<file path="config.mk">
export PLATFORM = sky130hd
export DESIGN_NAME = regfile_mp_sb
export DESIGN_NICKNAME = d
export VERILOG_FILES = /design/src/rtl/regfile_mp_sb.sv
export SDC_FILE = /design/constraint.sdc
export NUM_CORES = 2
export LEC_CHECK = 0
export ABC_CLOCK_PERIOD_IN_PS = 94900
export CAP_MARGIN = 20
export CORE_UTILIZATION = 35
export CTS_BUF_LIST = sky130_fd_sc_hd__clkbuf_2 sky130_fd_sc_hd__clkbuf_4 sky130_fd_sc_hd__clkbuf_8
export DETAILED_ROUTE_END_ITERATION = 6
export SYNTH_ARGS = -nofsm -noshare
export SYNTH_HDL_FRONTEND = slang
export SYNTH_SLANG_ARGS = --single-unit
</file>
<file path="constraint.sdc">
create_clock -name clk -period 94.9 [get_ports clk]
set_clock_uncertainty 0.05 [all_clocks]
set_input_delay 18.98 -clock clk [delete_from_list [all_inputs] [get_ports clk]]
set_output_delay 18.98 -clock clk [all_outputs]
set_load 0.02 [all_outputs]
</file>
<file path="src/rtl/regfile_mp_sb.sv">
// regfile_mp_sb: parametrised register file with NUM_RD combinational read
// ports, rising-edge write with same-cycle write-to-read bypass, and a
// per-register busy scoreboard with a registered busy count.
// Optional build macro RF_DEBUG_PORT_EN adds a read-only dbg_addr/dbg_data tap.
module regfile_mp_sb #(
   parameter int DATA_W   = 32,
   parameter int ADDR_W   = 5,
   parameter int NUM_RD   = 2,
   parameter int ZERO_REG = 1
) (
   input  logic                     clk,
   input  logic                     rst,
   input  logic [NUM_RD*ADDR_W-1:0] rd_addr,
   output logic [NUM_RD*DATA_W-1:0] rd_data,
   output logic [NUM_RD-1:0]        rd_busy,
   input  logic                     wr_en,
   input  logic [ADDR_W-1:0]        wr_addr,
   input  logic [DATA_W-1:0]        wr_data,
   input  logic                     iss_en,
   input  logic [ADDR_W-1:0]        iss_addr,
   input  logic                     flush,
`ifdef RF_DEBUG_PORT_EN
   input  logic [ADDR_W-1:0]        dbg_addr,
   output logic [DATA_W-1:0]        dbg_data,
`endif
   output logic [ADDR_W:0]          busy_cnt
);

   localparam int Depth  = 2**ADDR_W;
   localparam int CntW   = ADDR_W + 1;
   localparam bit ZeroOn = (ZERO_REG != 0);

   generate
      if (NUM_RD < 1 || NUM_RD > 4) begin : gBadNumRd
         $error("regfile_mp_sb: NUM_RD must be in 1..4");
      end
   endgenerate

   logic [DATA_W-1:0] regs [Depth];
   logic [Depth-1:0]  busy;
   logic [Depth-1:0]  busyNext;
   logic [CntW-1:0]   busyCnt;
   logic [CntW-1:0]   cntNext;
   logic              wrAccept;
   logic              issAccept;
   logic              setNew;
   logic              clrOld;

   // Register 0 swallows writes and issues when it is hard-wired to zero.
   assign wrAccept  = wr_en  && !(ZeroOn && wr_addr  == '0);
   assign issAccept = iss_en && !(ZeroOn && iss_addr == '0);

   // Next busy vector: flush clears everything, issue overrides a same-index writeback.
   always_comb begin
      busyNext = busy;
      if (flush) begin
         busyNext = '0;
      end else begin
         if (wr_en)     busyNext[wr_addr]  = 1'b0;
         if (issAccept) busyNext[iss_addr] = 1'b1;
      end
   end

   // Count delta derived from the bits that actually change, so the count tracks the popcount.
   always_comb begin
      setNew  = issAccept && !busy[iss_addr];
      clrOld  = wr_en && busy[wr_addr] && !(issAccept && iss_addr == wr_addr);
      cntNext = busyCnt;
      if (flush)
         cntNext = '0;
      else if (setNew && !clrOld)
         cntNext = busyCnt + CntW'(1);
      else if (clrOld && !setNew)
         cntNext = busyCnt - CntW'(1);
   end

   // Data array: cleared by reset, written on the rising edge (flush does not block writes).
   always_ff @(posedge clk or posedge rst) begin
      if (rst) begin
         for (int r = 0; r < Depth; r++) regs[r] <= '0;
      end else if (wrAccept) begin
         regs[wr_addr] <= wr_data;
      end
   end

   // Scoreboard state and its population count.
   always_ff @(posedge clk or posedge rst) begin
      if (rst) begin
         busy    <= '0;
         busyCnt <= '0;
      end else begin
         busy    <= busyNext;
         busyCnt <= cntNext;
      end
   end

   assign busy_cnt = busyCnt;

   for (genvar i = 0; i < NUM_RD; i++) begin : gRead
      logic [ADDR_W-1:0] addr;
      logic [DATA_W-1:0] data;
      logic              bsy;

      assign addr = rd_addr[i*ADDR_W +: ADDR_W];

      // Read mux: zero register first, then writeback bypass, then array and scoreboard.
      always_comb begin
         data = regs[addr];
         bsy  = busy[addr];
         if (ZeroOn && addr == '0) begin
            data = '0;
            bsy  = 1'b0;
         end else if (wr_en && !rst && wr_addr == addr) begin
            data = wr_data;
            bsy  = 1'b0;
         end
      end

      assign rd_data[i*DATA_W +: DATA_W] = data;
      assign rd_busy[i]                  = bsy;
   end

`ifdef RF_DEBUG_PORT_EN
   // Board-display tap: array contents only, no bypass, no scoreboard interaction.
   always_comb begin
      dbg_data = regs[dbg_addr];
      if (ZeroOn && dbg_addr == '0) dbg_data = '0;
   end
`endif

endmodule

</file>
# Word level (Yosys, flattened, before mapping)

Cells that the tools add are included.

Output and inout port bits: 72
Bits of input ports: 57
Register bits after elaboration: 1062
Word-level logic and storage cells: 117

Add/subtract/negate cells: 2
Reductions and logical operators: 26
Equal/unequal tests: 3
Order comparisons: 10
Bitwise gates (word level): 6
Mux-type cells: 36

Operators with widths:

| operator            | count |
|---|---|
| $bwmux 1024         | 1 |
| $mux 32             | 13 |
| $bmux 32 s5         | 2 |
| $demux 32 s5        | 1 |
| $and 32x32->32      | 1 |
| $not 32->32         | 1 |
| $or 32x32->32       | 1 |
| $lt 5x6->1 const B  | 4 |
| $bmux 1 s5          | 4 |
| $logic_not 5->1     | 4 |
| $ge 6x6->1 const B  | 3 |
| $mux 6              | 3 |
| $not 5->6           | 3 |
| $eq 5x5->1          | 3 |
| $logic_and 1x1->1   | 14 |
| $demux 1 s5         | 2 |
| $ge 5x1->1 const B  | 2 |
| $mux 1              | 10 |
| $logic_not 1->1     | 7 |
| $add 6x1->6 const B | 1 |
| $lt 6x1->1 const B  | 1 |
| $sub 6x1->6 const B | 1 |
| $reduce_bool 3->1   | 1 |

# Depth between registers and ports, before layout

Depth in word-level cells: 11
Mapped depth: 16
Mapped depth without buffers: 13

# Worst setup path before layout

OpenSTA, ideal clock, no wires.

Kind: in2out
Start: in rst
End: out rd_data[32]
Slack: 32.324 ns
Required time: 75.870 ns
Cell stages on the path: 6
Data arrival time: 43.546 ns
Path through: inv_1 -> nand2_1 -> or3_1 -> clkbuf_1 -> clkbuf_1 -> a211oi_1

Cells in the longest elaborated chain, start to end: 5

Ends and longest elaborated chain:

| element                        | line | source |
|---|---|---|
| start, declared                | 12   | `input logic rst,` |
| $logic_not 1->1                | 113  | `end else if (wr_en && !rst && wr_addr == addr) begin` |
| $logic_and 1x1->1 (2 in a row) | 113  |  |
| $mux 32                        | 113  |  |
| $mux 32                        | 110  | `if (ZeroOn && addr == '0) begin` |
| end, declared                  | 14   | `output logic [NUM_RD*DATA_W-1:0] rd_data,` |

No other way between the ends.

# Final worst setup path

Start: in rd_addr[0]
End: out rd_data[12]

Cells in the longest elaborated chain, start to end: 6

Ends and longest elaborated chain:

| element                                    | line | source |
|---|---|---|
| start, declared                            | 13   | `input logic [NUM_RD*ADDR_W-1:0] rd_addr,` |
| $not 5->6 (not written as such)            | 108  | `data = regs[addr];` |
| $bmux 32 s5                                | 108  |  |
| $mux 32 (not written as such) (2 in a row) | 108  |  |
| $mux 32                                    | 113  |  |
| $mux 32 (*)                                | 110  |  |

Every way passes the cells marked *; elsewhere a longest branch is shown, timed or not. The select of a mux whose other input is x is not followed.

==> flow_metrics.env <==
export IMPL_hpwl_after_detailed_placement_mm=92.29
export IMPL_p_sw_w=0.0003740
export IMPL_tritoncts_num_sinks=1062
export IMPL_vias_per_cell=6.014
export IMPL_postSynthRegisterBits=1062
export IMPL_max_slew_margin_pct=21.75
export IMPL_drt_total_wl_mm=179.2
export IMPL_yosys_area_share_simple_pct=1.859
export IMPL_drv_max_cap_violation_count=0
export IMPL_synthesis_area_per_instance_sq_um=15.81
export IMPL_avgRoutedWirePerCell_um=30.25
export IMPL_synth_area_sq_um=57620
export IMPL_numCtsBuffers=175
export IMPL_synth_top_cells_by_area="dfrtp_1, mux4_2, mux2_2"
export IMPL_die_area_sq_um=166200
export IMPL_cts_hold_repair_buffers=0
export IMPL_compound_cell_area_share_of_the_yosys_netlist_pct=1.618
export IMPL_critPathCaptureType="output port"
export IMPL_htreeDepth=4
export IMPL_via_count_of_the_first_global_routing_pass=36577
export IMPL_r2r_worst_path_depth=12
export IMPL_min_delay_path_depth=0
export IMPL_hold_path_endpoint="regs[1016]"
export IMPL_startpoint_type="primary input"
export IMPL_finalHoldViolCount=0
export IMPL_power_switching_fraction_pct=28.02
export IMPL_io_pins=129
export IMPL_nets_finish=3676
export IMPL_async_reset_ff_share_pct=100.0
export IMPL_timing_critical_path_required_ps=75870
export IMPL_startpoint_to_endpoint_class_of_the_critical_path="primary input to output port"
export IMPL_track_usage_pct=21.68
export IMPL_finalSetupViolations=0
export IMPL_area_delta_synth_final_pct=12.33
export IMPL_leakage_power_nw=27.42
export IMPL_gp_routability_congestion=0.8055
export IMPL_drc=0
export IMPL_worst_path_max_fanout=78
export IMPL_maximum_number_of_pins_on_one_net_before_global_route_repair=170
export IMPL_r2r_start="busy[27]"
export IMPL_tightest_slew_ps=1174
export IMPL_dr_first_iter_drc_count=3089
export IMPL_ys_dominant_reg_cell="dfrtp_1"
export IMPL_period_share_pct=45.47
export IMPL_run_status="finished clean"
export IMPL_fillCellCount=15036
export IMPL_grt_pass1_wl_mm=263.6
export IMPL_initial_core_util_pct=35.32
export IMPL_post_cts_repair_setup_buffers=0
export IMPL_arrival_time_of_data_at_the_critical_path_endpoint_ps=24120
export IMPL_mappedNetlistNets=3707
export IMPL_synthDominantAreaCellType="dfrtp_1"
export IMPL_reg2reg_setup_slack_ps=90930
export IMPL_yosys_area_share_adder_pct=0.1216
export IMPL_die_span_in_y_um=407.7
export IMPL_cts_root_buf="clkbuf_8"
export IMPL_final_layout_size_suffix_gt1_share_pct=56.38
export IMPL_grt_antenna_before_repair=8
export IMPL_floorplan_core_area_sq_um=163100
export IMPL_power_frac_seq_pct=44.5
export IMPL_post_synth_inst_count=3645
export IMPL_holdCritPathClass="flip-flop to flip-flop"
export IMPL_postCtsResizedCells=0
export IMPL_synth_edf_count=0
export IMPL_timing_max_transition_violations_final=0
export IMPL_via_count=35631
export IMPL_clock_fmax_mhz=23.17
export IMPL_fp_row_count=148
export IMPL_fin_tns_setup_ps=0
export IMPL_ctsLongestPathBuffers=3
export IMPL_timing_final_crit_period_ps=43150
export IMPL_clkSlewWorstSetupHoldPaths_ps=70
export IMPL_synth_top_area_share_pct=46.12
export IMPL_p_per_area_nw_per_um2=20.62
export IMPL_reg2reg_to="busy_cnt[5]"
export IMPL_synth_warning_count=0
export IMPL_final_cell_mix="dfrtp_1, mux2_2, mux4_2"
export IMPL_netlist_cell_type_count=59
export IMPL_clock_power_share_pct=32.6
export IMPL_worstSkewPairLatency_ps=910
export IMPL_synth_seq_area_share_pct=46.12
export IMPL_tritoncts="done"
export IMPL_synth_top_family_by_area="multiplexers"
export IMPL_chipWidth_um=407.7
export IMPL_synth_xor_xnor_area_share_pct=0.2736
export IMPL_layout_commonest_cell="dfrtp_1"
export IMPL_port_buffer_count=128
export IMPL_final_hold_worst_slack_ps=345.5
export IMPL_max_vdd_ir_drop_v=0.00001523
export IMPL_grt_setup_unrepaired="no"
export IMPL_synth_mux_area_fraction_pct=46.92
export IMPL_combPwrFrac_pct=22.9
export IMPL_number_of_detailed_route_iterations_in_the_first_pass=7
export IMPL_global_route_overflow_total=0
export IMPL_internal_power_consumption_w=0.0009605
export IMPL_hold_startpoint="regs[1016]"
export IMPL_antenna_violating_nets_post_route=0
## critical path: stages
cell and delay, ps:
buf_8 670, buf_4 840, buf_4 900, mux4_2 610, mux4_2 460, mux2i_1 240
nor2_1 120, a21oi_1 500, nor2_1 140, clkdlybuf4s50_1 610
## how the worst max path moves through the flow
stage / from / end / slack [ps]
finish: rd_addr[0] / rd_data[12] / 51750
global route: rd_addr[0] / rd_data[12] / 51310
CTS: rd_addr[0] / rd_data[12] / 51600
detailed placement: rd_addr[0] / rd_data[12] / 51600
global placement: rd_addr[0] / rd_data[12] / 51600
floorplan: rst / rd_data[32] / 32320
## flip-flops by register name (all words and copies together) (netlist names)
name / cells
busy: 32
busy_cnt: 6
regs: 1024
## synth_stat cells, types with 4 or more instances
library cell,number
dfrtp_1,1062
mux2_2,994
mux4_2,660
clkbuf_1,276
nor2_1,137
buf_1,101
mux2i_1,82
a21oi_1,56
buf_2,40
nand2_1,40
a211oi_1,36
a22oi_1,19
o21ai_0,17
xnor2_1,14
nor3_1,10
inv_1,8
nand3_1,8
mux4_1,6
o22ai_1,6
buf_6,5
nand3b_1,5
nor2b_1,5
nor3b_1,5
ha_1,4
xor2_1,4
## through the flow
stage | area (sq um) | power [W] | std cells | worst slack [ps] | util [%]
4_1_cts | 64600 | 0.001342 | 5916 | 51600 | 39.60
3_5_place_dp | 60870 | 0.0009065 | 5607 | 51600 | 37.31
6_report | 64720 | 0.001334 | 5925 | 51750 | 39.67
2_1_floorplan | 57620 | 0.0008153 | 3645 | 32320 | -
5_1_grt | 64720 | 0.001394 | 5923 | 51310 | 39.67
3_3_place_gp | 60870 | 0.0008979 | 5607 | 51600 | 37.31
## power groups by stage
| stage | Sequential, W | Clock [W] | Combinational, W |
|---|---|---|---|
| after floorplan | 0.000584 | 0 | 0.000231 |
| after global placement | 0.000596 | 0 | 0.000302 |
| after detailed placement | 0.000600 | 0 | 0.000306 |
| after CTS | 0.000593 | 0.000442 | 0.000307 |
| after global routing | 0.000606 | 0.000464 | 0.000325 |
| final | 0.000594 | 0.000435 | 0.000306 |
## per-layer routing
metal,vias up,GRT usage (%),share of wire (%)
met4,0,5.659,2.2
li1,14147,-,-
met3,261,4.370,7.7
met2,1403,31.56,44
met1,19820,32.81,46
met5,-,0,0
## cell type report
cell class | count | area (sq um) | share of cell area (%)
Antenna cell | 4 | 10.01 | 0.01547
Timing Repair Buffer | 219 | 2102 | 3.248
Multi-Input combinational cell | 2147 | 29520 | 45.62
Clock inverter | 33 | 286.5 | 0.4427
Sequential cell | 1062 | 26580 | 41.06
Inverter | 9 | 53.80 | 0.08313
Tap cell | 2175 | 2721 | 4.205
Clock buffer | 276 | 3448 | 5.328
## cell families (layout without fill, tap and decap cells)
family,count (synthesis),after routing
AOI/OAI and AO/OA,147,147
xor gates and xnor gates,18,18
adders and majority gates,5,5
buffers and inverters,436,537
DFF,1062,1062
muxes,1742,1742
other,0,4
and+or+nand+nor,235,235
No activity file was read; power rests on OpenSTA's default activity.
